--- config.mk ---
export PLATFORM = sky130hd
export DESIGN_NAME = testdata_check
export DESIGN_NICKNAME = d
export VERILOG_FILES = /design/src/rtl/testdata_check.sv
export SDC_FILE = /design/constraint.sdc
export NUM_CORES = 1
export LEC_CHECK = 0
export CORE_MARGIN = 2
export CORE_UTILIZATION = 30
export DETAILED_ROUTE_END_ITERATION = 8
export GPL_ROUTABILITY_DRIVEN = 0
export GPL_TIMING_DRIVEN = 0
export PLACE_DENSITY_LB_ADDON = 0.05
export REMOVE_ABC_BUFFERS = 1
export SYNTH_ARGS = -nofsm -noshare
export SYNTH_HDL_FRONTEND = slang
export SYNTH_SLANG_ARGS = --single-unit
--- constraint.sdc ---
create_clock -name ifclk -period 5.3 [get_ports ifclk]
set_input_delay 0.53 -clock ifclk [delete_from_list [all_inputs] [get_ports ifclk]]
set_output_delay 0.53 -clock ifclk [all_outputs]
set_load 0.01 [all_outputs]
--- src/rtl/testdata_check.sv ---
// Receive-side checker for the memfifo 16-bit test-data pattern: locks onto the 8-word block
// structure and verifies every word and block checksum. Define TESTCHK_CAPTURE_EN to capture the first failing word.
module testdata_check #(
  parameter int LOCK_BLOCKS = 2
) (
  input  logic        ifclk,
  input  logic        reset,
  input  logic [15:0] DI,
  input  logic        DI_valid,
  output logic        DI_ready,
  output logic        locked,
  output logic        err_flag,
  output logic [15:0] err_cnt,
  output logic [31:0] word_cnt,
  output logic [7:0]  sync_loss,
  output logic [15:0] exp_word,
  output logic [15:0] got_word
);

  typedef enum logic [1:0] {HUNT, SYNC, LOCKED} state_e;

  localparam logic [3:0] LockN = 4'(LOCK_BLOCKS);

  state_e      state_q;
  logic        reset_q;
  logic        locked_q;
  logic [6:0]  c_q;
  logic [13:0] cs_q;
  logic [2:0]  k_q;
  logic [3:0]  good_q;
  logic        err_flag_q;
  logic [15:0] err_cnt_q;
  logic [31:0] word_cnt_q;
  logic [7:0]  sync_loss_q;

  logic        accept;
  logic        match;
  logic        last_word;
  logic [6:0]  hi_w;
  logic [6:0]  chk_w;
  logic [13:0] s_w;
  logic [15:0] exp_w;
  logic [6:0]  c_d;
  logic [13:0] cs_d;

  assign DI_ready  = !reset_q;
  assign accept    = DI_valid && DI_ready;
  assign last_word = (k_q == 3'd7);
  assign match     = (DI == exp_w);

  // Expected word and the pattern state that follows it.
  // NOTE: every always_comb output gets a default first so no path can infer a latch.
  always_comb begin
    hi_w  = c_q + 7'd111;
    s_w   = cs_q + {6'd0, 1'b1, c_q};
    chk_w = s_w[6:0] ^ s_w[13:7];
    exp_w = {1'b1, hi_w, 1'b0, c_q};
    c_d   = c_q + 7'd94;
    cs_d  = cs_q + {6'd0, 1'b1, hi_w} + {7'd0, c_q};
    if (last_word) begin
      exp_w = {1'b1, chk_w, 1'b1, c_q};
      c_d   = c_q + 7'd111;
      cs_d  = 14'd47;
    end
  end

  // NOTE: state is updated with non-blocking assignments so every register samples pre-edge values.
  always_ff @(posedge ifclk) begin
    reset_q <= reset;
    if (reset) begin
      state_q     <= HUNT;
      locked_q    <= 1'b0;
      c_q         <= '0;
      cs_q        <= '0;
      k_q         <= '0;
      good_q      <= '0;
      err_flag_q  <= 1'b0;
      err_cnt_q   <= '0;
      word_cnt_q  <= '0;
      sync_loss_q <= '0;
    end else if (accept) begin
      unique case (state_q)
        HUNT: begin
          if (DI[15] && DI[7]) begin
            c_q     <= DI[6:0] + 7'd111;
            cs_q    <= 14'd47;
            k_q     <= '0;
            good_q  <= '0;
            state_q <= SYNC;
          end
        end
        SYNC: begin
          if (!match) begin
            state_q <= HUNT;
          end else begin
            c_q  <= c_d;
            cs_q <= cs_d;
            k_q  <= k_q + 3'd1;
            if (last_word) begin
              good_q <= good_q + 4'd1;
              if (good_q + 4'd1 == LockN) begin
                state_q  <= LOCKED;
                locked_q <= 1'b1;
              end
            end
          end
        end
        LOCKED: begin
          word_cnt_q <= word_cnt_q + 32'd1;
          if (!match) begin
            if (err_cnt_q != 16'hFFFF) err_cnt_q <= err_cnt_q + 16'd1;
            if (sync_loss_q != 8'hFF) sync_loss_q <= sync_loss_q + 8'd1;
            err_flag_q <= 1'b1;
            locked_q   <= 1'b0;
            state_q    <= HUNT;
          end else begin
            c_q  <= c_d;
            cs_q <= cs_d;
            k_q  <= k_q + 3'd1;
          end
        end
        default: state_q <= HUNT;
      endcase
    end
  end

`ifdef TESTCHK_CAPTURE_EN
  logic [15:0] exp_word_q;
  logic [15:0] got_word_q;

  // Only the first LOCKED mismatch after reset is kept; err_flag_q marks that it has happened.
  always_ff @(posedge ifclk) begin
    if (reset) begin
      exp_word_q <= '0;
      got_word_q <= '0;
    end else if (accept && state_q == LOCKED && !match && !err_flag_q) begin
      exp_word_q <= exp_w;
      got_word_q <= DI;
    end
  end

  assign exp_word = exp_word_q;
  assign got_word = got_word_q;
`else
  assign exp_word = 16'd0;
  assign got_word = 16'd0;
`endif

  assign locked    = locked_q;
  assign err_flag  = err_flag_q;
  assign err_cnt   = err_cnt_q;
  assign word_cnt  = word_cnt_q;
  assign sync_loss = sync_loss_q;

endmodule

; ---- Word-level counts from Yosys, hierarchy flattened
; Cells that the tools add are included.
[totals]
regBits = 89
latchBits = 0
ramBits = 0
rom_bits = 0
inputBits = 19
output_inout_bits = 91
wordCells = 82
memories = 0
[classes]
addsub = 11
multipliers = 0
div_mod_pow = 0
n_lt_le_gt_ge = 0
n_eq_ne = 15
n_shift = 0
n_mux = 27
bitwise_logic = 2
reduce_logical = 16
[ops]
columns = op, count
row1 = $mux 14, 3
row2 = $add 32x1->32 const B, 1
row3 = $add 14x8->14, 2
row4 = $pmux 14 s2, 1
row5 = $add 7x7->7 const B, 3
row6 = $mux 7, 3
row7 = $add 16x1->16 const B, 1
row8 = $eq 16x16->1, 1
row9 = $ne 16x16->1 const B, 1
row10 = $mux 15, 1
row11 = $add 14x7->14, 1
row12 = $pmux 7 s2, 1
row13 = $mux 4, 3
row14 = $reduce_and 4->1, 3
row15 = $mux 2, 5
row16 = $ne 2x2->1 const B, 5
row17 = $reduce_and 5->1, 2
row18 = $add 8x1->8 const B, 1
row19 = $ne 8x8->1 const B, 1
row20 = $pmux 4 s2, 1
row21 = $xor 7x7->7, 1
row22 = $mux 3, 2
row23 = $ne 3x3->1 const B, 2
row24 = $pmux 2 s3, 1
row25 = other kinds (19), 25

; ---- Depth between registers and ports, before layout
; Gate-level depths: netlist of run 1.
[logic_depth]
ltp_word = 6
mapped_depth = 16
depth_no_buf = 15

; ---- Worst setup path before layout of run 1
; No wires, ideal clock.
[synth_timing]
kind = register to register
from = register c_q[1]
to = register err_cnt_q[11] (netlist: err_cnt[11])
setup_time_ns = 0.123
arrival_time_ns = 3.335
t_required_ns = 5.177
path_slack_ns = 1.842
path_stages_with_launch = 13
path_buffers = 1
period_less_slack_ns = 3.458
path_cell_list = dfxtp_1 -> inv_1 -> fa_1 -> and2b_1 -> o2111ai_2 -> and3_1 -> or4_1 -> a41o_1 -> and3_4 -> and3_4 -> buf_6 -> nor4b_1 -> mux2_1
[synth_between]
elab_chain_cells = 6
elab_cells_between_ends = 7
cone_classes = 2 x add/sub / 1 x eq/ne / 1 x mux / 2 x bitwise / 1 x reduce/logical
[synth_lines]
columns = element, line
row1 = "start, declared", 27  ; logic [6:0] c_q;
row2 = "start signal, assigned", 85  ; c_q <= DI[6:0] + 7'd111;
row3 = $add 14x8->14, 55  ; s_w = cs_q + {6'd0, 1'b1, c_q};
row4 = $xor 7x7->7, 56  ; chk_w = s_w[6:0] ^ s_w[13:7];
row5 = $mux 15 *, 60  ; if (last_word) begin
row6 = $eq 16x16->1 *, 49  ; assign match = (DI == exp_w);
row7 = $not 1->1 (no line) *, --
row8 = $reduce_and 4->1 (no line) *, --
row9 = "end signal, assigned", 111  ; if (err_cnt_q != 16'hFFFF) err_cnt_q <= err_cnt_q + 16'd1;
row10 = "end, declared", 32  ; logic [15:0] err_cnt_q;
; Mark *: on every way between the ends. The rest lies on a longest branch, timed or not.
; A chain may end at the register's enable or synchronous reset.

; ---- Worst setup path after layout of run 1
[layout_timing]
from = register c_q[0]
to = register cs_q[7]
[layout_between]
elab_chain_cells = 6
elab_cells_between_ends = 12
cone_classes = 4 x add/sub / 2 x eq/ne / 4 x mux / 1 x bitwise / 1 x reduce/logical
[layout_lines]
columns = element, line
row1 = $add 7x7->7 or $add 14x8->14 (tied branches), "54, 55"
row2 = $add 14x8->14 or $xor 7x7->7 (tied branches), "59, 56"
row3 = $add 14x7->14 or $mux 15 (tied branches), "59, 60"
row4 = $mux 14 or $eq 16x16->1 (tied branches), "60, 49"
row5 = $mux 14 or $ne 2x1->1 (tied branches), --
row6 = $pmux 14 s2 or $reduce_and 4->1 (tied branches), --
row7 = "end signal, assigned", 97  ; cs_q <= cs_d;
row8 = "end signal, assigned", 118  ; cs_q <= cs_d;
row9 = "end, declared", 28  ; logic [13:0] cs_q;
; Several ways; a longest one is shown, not always the timed one. The select of a mux whose other input is x is not followed.

==> impl_metrics.toml, run 1 <==
[status]
status = "completed"

[final_layout]
stdcell_count = 1124
nFillCells = 2223
syn_to_final_growth_pct = 17.7
num_antenna_cells = 0
final_layout_size_suffix_gt1_frac = 0.0565
seqCellArea_um2 = 1780
final_nets = 897
multi_input_area_um2 = 4160

[critical_path]
r2r_end = "cs_q[7]"
crit_family = "simple AND/OR/NAND/NOR gates"
reg2reg_depth = 12
r2r_slack_ps = 700
cp-start-kind = "flip-flop"
path_max_fanout = 15
slowest_delay_ps = 700
crit_slowest_cell = "and3_1"
crit_type = "reg -> reg"
reg2reg_from = "c_q[0]"
arrival_ps = 4840
worst_setup_path_end_kind = "flip-flop"
required_ps = 5550
cp_cell_sequence = "ha_1 > inv_1 > fa_1 > and2b_1 > o2111ai_2 > a21boi_0 > o311ai_0 > or3_1 > a31oi_1 > and3_1 > nor2_1 > a31o_2"
path_buf_inv = 1

[grt]
gr-usage-met1 = 0.238
grt_pass1_vias = 5420
grt_overflow = 0
grtUsageMet3 = 0.0226
top_usage_layer = "met2"
met2_usage = 0.268
antenna_found_initial = 0
grt_start_max_net_pins = 75
grt_pass1_wl_um = 29800
grt_usage = 0.169

[sta]
whs_ps = 465
finalHoldViolCount = 0
fin_crit_sh = 0.867
rsz0062_at_grt = "no"
tns_ps = 0
drv_slew = 0
skew_ps = 11.5
max_freq_ghz = 0.218
period_needed_ps = 4600
slew_headroom = 0.254
finalSetupViolations = 0
worst_pin_slew_ps = 1120

[floorplanning]
fp-row-count = 53
dieArea_um2 = 22400
initial_core_util = 0.304
fp.dieH_um = 150
die_w_um = 150
ios = 110
core_um2 = 21000

[routing]
via_per_inst = 5.09
drt_pass1_iterations = 5
vias = 5723
drt_first_iter_violations = 234
ant_nets = 0
wl_per_cell_um = 16.5
wl_um = 18600
post-route-drc-count = 0

[yosys]
yosys-top-cells-count = "89 x dfxtp_1, 65 x nand2_1, 65 x nor2_1"
yosys_register_bits = 89
synth_top_flop_cell = "dfxtp_1"
synth_area_um2 = 6370
yosys.area_share.simple = 0.255
async_reset_ff_frac = 0
ys_seq_area_frac = 0.279
synth_top_area_cell = "dfxtp_1"
yosysWarnings = 0
synth_area_leaders = "dfxtp_1 28%, xnor2_1 7.6%, ha_1 6.3%"
synth_area_per_cell_um2 = 8.01
synth_xor_area_frac = 0.117
synth-compound-area-share = 0.152
ys_types = 70
synth_fa_ha_area_frac = 0.0691
yosysTopAreaCellShare = 0.279
synth_edf_count = 0
synth.most_common_cell = "dfxtp_1"
synthMuxAreaShare = 0.0395
synth_top_family_by_area = "simple AND/OR/NAND/NOR gates"
synthCells = 796

[clocking]
h-tree-depth = 3
cts_buffers = 9
clock_path_buffers = 2
clkTransAtPathRegs_ps = 70
root_buffer = "clkbuf_16"
cts_resized = 0
cts.sinks = 89
hold_buffers = 0
post_cts_buffers = 0
clock_latency_ps = 350
cts_tree = "yes"

[placed_design]
dp_cells = 1108
dpl.hpwl_um = 13700
port_buffers = 77

[min_path]
hold_path_class = "reg -> reg"
holdPathStages = 1
holdPathEnd = "err_flag"
hold_start = "err_flag"

[power_and_ir_drop]
p_per_area_nw_per_um2 = 215
p_leak_nw = 2.71
p_int_mw = 1.12
pwr-share-seq = 0.425
p_total_mw = 1.61
p_sw_mw = 0.491
clkPwrFrac = 0.404
comb_power_share = 0.172
swShare = 0.304
irDropWorstVdd_mv = 0.151

[job]
drv_cap = 0
## power groups by stage
| stage | combinational [mW] | sequential (mW) | clock, mW |
|---|---|---|---|
| 6_report | 0.277 | 0.686 | 0.652 |
| 5_1_grt | 0.310 | 0.687 | 0.705 |
| 4_1_cts | 0.278 | 0.686 | 0.674 |
| 3_5_place_dp | 0.276 | 0.702 | 0 |
| 3_3_place_gp | 0.273 | 0.702 | 0 |
| 2_1_floorplan | 0.193 | 0.698 | 0 |
## area by class of cell
cell class / instances / share of cell area
Multi-Input combinational cell: 632 / 0.554
Sequential cell: 89 / 0.237
Timing Repair Buffer: 79 / 0.108
Tap cell: 275 / 0.0458
Clock buffer: 10 / 0.0318
Inverter: 33 / 0.0165
Clock inverter: 6 / 0.00667
## registers in the layout, indices dropped and copies added, names as in the netlist
name	count
c_q	7
word_cnt	32
k_q	3
sync_loss	8
state_q	2
cs_q	14
err_cnt	16
locked	1
reset_q	1
err_flag	1
good_q	4
## worst register-to-register path, cell delays in order (launching register included)
cell and delay, ps:
dfxtp_1 690, ha_1 310, inv_1 70, fa_1 400
and2b_1 240, o2111ai_2 170, a21boi_0 200, o311ai_0 250
or3_1 500, a31oi_1 240, and3_1 700, nor2_1 370
a31o_2 350
## logic make-up (layout without fill, tap and decap cells)
logic type	count (synthesis)	after routing
mux	23	23
other cells	1	32
buf+inv	106	128
fa+ha+maj	34	34
flops	89	89
simple gates	316	316
compound gates	145	145
xor+xnor	82	82
## layer usage
layer | vias up | share of wire
li1 | 2873 | -
met1 | 2708 | 0.49
met2 | 122 | 0.45
met3 | 20 | 0.036
met4 | 0 | 0.017
met5 | - | 0
## worst max-delay path by stage
| stage | startpoint | cells past startpoint | endpoint |
|---|---|---|---|
| final | c_q[0] | 12 | cs_q[7] |
| after global routing | c_q[0] | 12 | c_q[5] |
| after CTS | c_q[0] | 12 | cs_q[6] |
| after detailed placement | c_q[0] | 12 | cs_q[6] |
| after global placement | reset | 5 | cs_q[7] |
| after floorplan | c_q[0] | 12 | err_cnt[11] |
## metrics by stage
stage / area, µm² / utilization / setup WS (ps)
2_1_floorplan: 6060 / - / 1660
3_3_place_gp: 7170 / 0.342 / -1720
3_5_place_dp: 7220 / 0.344 / 713
4_1_cts: 7500 / 0.358 / 704
5_1_grt: 7500 / 0.358 / 397
6_report: 7500 / 0.358 / 703
## cells in the final DEF, fill, tap and decap left out, drive strengths merged, types with 25 or more instances in the layout
cell type      netlist  layout
a21oi               44      44
nand2               65      65
conb                 1      32
nor2                65      65
ha                  32      32
nand3               39      39
clkdlybuf4s50        0      76
xor2                25      25
dfxtp               89      89
xnor2               55      55
inv                 32      35
nor3                32      32
(Power assumes the default switching activity.)
==> run 2, diff against run 1 <==
- CORE_UTILIZATION: 30 -> 45
- GPL_ROUTABILITY_DRIVEN: 0 -> default
==> run 2 against run 1 <==
  * Largest power group is now the clock network
  * Die area down 33%
  * Non-clock buffer count is 1 lower
  * First-iteration DRC count rose by 42%
  * Clock skew fell by 1.8 ps
  * Final area is 1.2% lower
  * Fmax increased by 1.6%
  * Hold slack improved by 5.8 ps
  * Utilization rose by 18 points
  * Combinational power barely moved
  * Critical path depth is the same
  * Sequential power hardly changed
==> impl_metrics.toml, run 2 (same netlist as run 1, synthesis figures left out) <==
[status]
status = "completed"

[grt]
grt_pass1_vias = 5316
grt_start_max_net_pins = 67
antenna_found_initial = 0
grt_usage = 0.222
grt_pass1_wl_um = 26400
grt_overflow = 0

[clocking]
clock_latency_ps = 360
post_cts_buffers = 0
root_buffer = "clkbuf_16"
clock_path_buffers = 2
cts_buffers = 9
clkTransAtPathRegs_ps = 70
cts_resized = 0
cts_tree = "yes"
h-tree-depth = 3
hold_buffers = 0
cts.sinks = 89

[sta]
finalHoldViolCount = 0
drv_slew = 0
skew_ps = 9.78
worst_pin_slew_ps = 1100
fin_crit_sh = 0.853
max_freq_ghz = 0.221
slew_headroom = 0.267
rsz0062_at_grt = "no"
finalSetupViolations = 0
period_needed_ps = 4520
layout_setup_ws_ps = 777

[final_layout]
final_cell_mix = "89 x dfxtp_1, 76 x clkdlybuf4s50_1, 65 x nand2_1, 65 x nor2_1, 55 x xnor2_1"
final_layout_size_suffix_gt1_frac = 0.0554
num_antenna_cells = 0
mostFrequentLayoutCell = "dfxtp_1"
syn_to_final_growth_pct = 16.3
stdcell_count = 1028
final_nets = 896
largest_register_ffs = 32

[min_path]
holdPathStages = 2
holdPathEnd = "k_q[2]"
hold_start = "k_q[2]"
hold_path_class = "reg -> reg"

[critical_path]
reg2reg_depth = 12
required_ps = 5550
r2r_slack_ps = 780
worst_setup_path_end_kind = "flip-flop"
crit_type = "reg -> reg"
cp-start-kind = "flip-flop"
r2r_end = "c_q[5]"
arrival_ps = 4780
path_max_fanout = 15
reg2reg_from = "c_q[0]"

[power_and_ir_drop]
comb_power_share = 0.164
swShare = 0.281
irDropWorstVdd_mv = 0.145
p_sw_mw = 0.475
p_total_mw = 1.69
p_leak_nw = 2.73
pwr-share-seq = 0.407
p_per_area_nw_per_um2 = 228
p_int_mw = 1.21
clkPwrFrac = 0.430

[floorplanning]
ios = 110
core_um2 = 13900
fp-row-count = 43
die_w_um = 123
dieArea_um2 = 15100
initial_core_util = 0.459
fp.dieH_um = 123

[routing]
wl_um = 16600
drt_pass1_iterations = 5
wl_per_cell_um = 16.1
ant_nets = 0
drt_first_iter_violations = 332
vias = 5830
via_per_inst = 5.67
post-route-drc-count = 0

[placed_design]
dp_cells = 1012
post-place-ws_ps = 852
port_buffers = 77
dpl.hpwl_um = 12000
place.gp.congestion = 0.888

[job]
drv_cap = 0
-- run 2: cell types whose count changed in the layout (fill, tap and decap cells not counted) --
cell	previous run	this run
buf_6	1	0
bufinv_16	0	2
clkinv_2	1	2
clkinv_4	1	0
clkinvlp_4	1	0
inv_8	1	0
-- run 2: power groups by stage --
stage          Combinational [mW]  Clock, mW  Sequential (mW)
2_1_floorplan               0.193          0            0.698
3_3_place_gp                0.266          0            0.701
3_5_place_dp                0.272          0            0.702
4_1_cts                     0.273      0.741            0.686
5_1_grt                     0.305      0.769            0.687
6_report                    0.276      0.726            0.687
-- run 2: stage by stage --
stage	utilization	instance area, µm²	TNS [ps]	hold WS, ps
2_1_floorplan	-	6060	0	441
4_1_cts	0.534	7410	0	474
3_3_place_gp	0.508	7060	-20430	453
5_1_grt	0.534	7410	0	508
6_report	0.534	7410	0	471
3_5_place_dp	0.510	7090	0	465
-- run 2: worst max path at each step --
stage | startpoint | endpoint | slack, ps | cells after the start
global route | c_q[0] | c_q[5] | 530 | 12
finish | c_q[0] | c_q[5] | 780 | 12
detailed placement | c_q[0] | c_q[5] | 850 | 12
global placement | reset | good_q[3] | -1270 | 5
CTS | c_q[0] | cs_q[6] | 850 | 12
floorplan | c_q[0] | err_cnt[11] | 1660 | 12
-- run 2: critical path: stages (launching register included) --
cell	delay (ps)
dfxtp_1	680
ha_1	310
inv_1	70
fa_1	400
and2b_1	240
o2111ai_2	160
a21boi_0	200
o311ai_0	190
or3_1	480
a31oi_1	270
and3_1	700
nor2_1	360
o31ai_1	350
-- run 2: cell type report --
type                            instances  area, µm²
Fill cell                            1320       6470
Sequential cell                        89       1780
Clock buffer                           10        239
Clock inverter                          6       87.6
Inverter                               33        124
Timing Repair Buffer                   78        796
Tap cell                              180        225
Multi-Input combinational cell        632       4160
-- run 2: layer usage --
metal,vias up,track usage,part of all wire
li1,2866,-,-
met1,2776,0.302,0.47
met2,168,0.361,0.45
met3,20,0.0406,0.058
met4,0,0.0653,0.017
met5,-,0,0
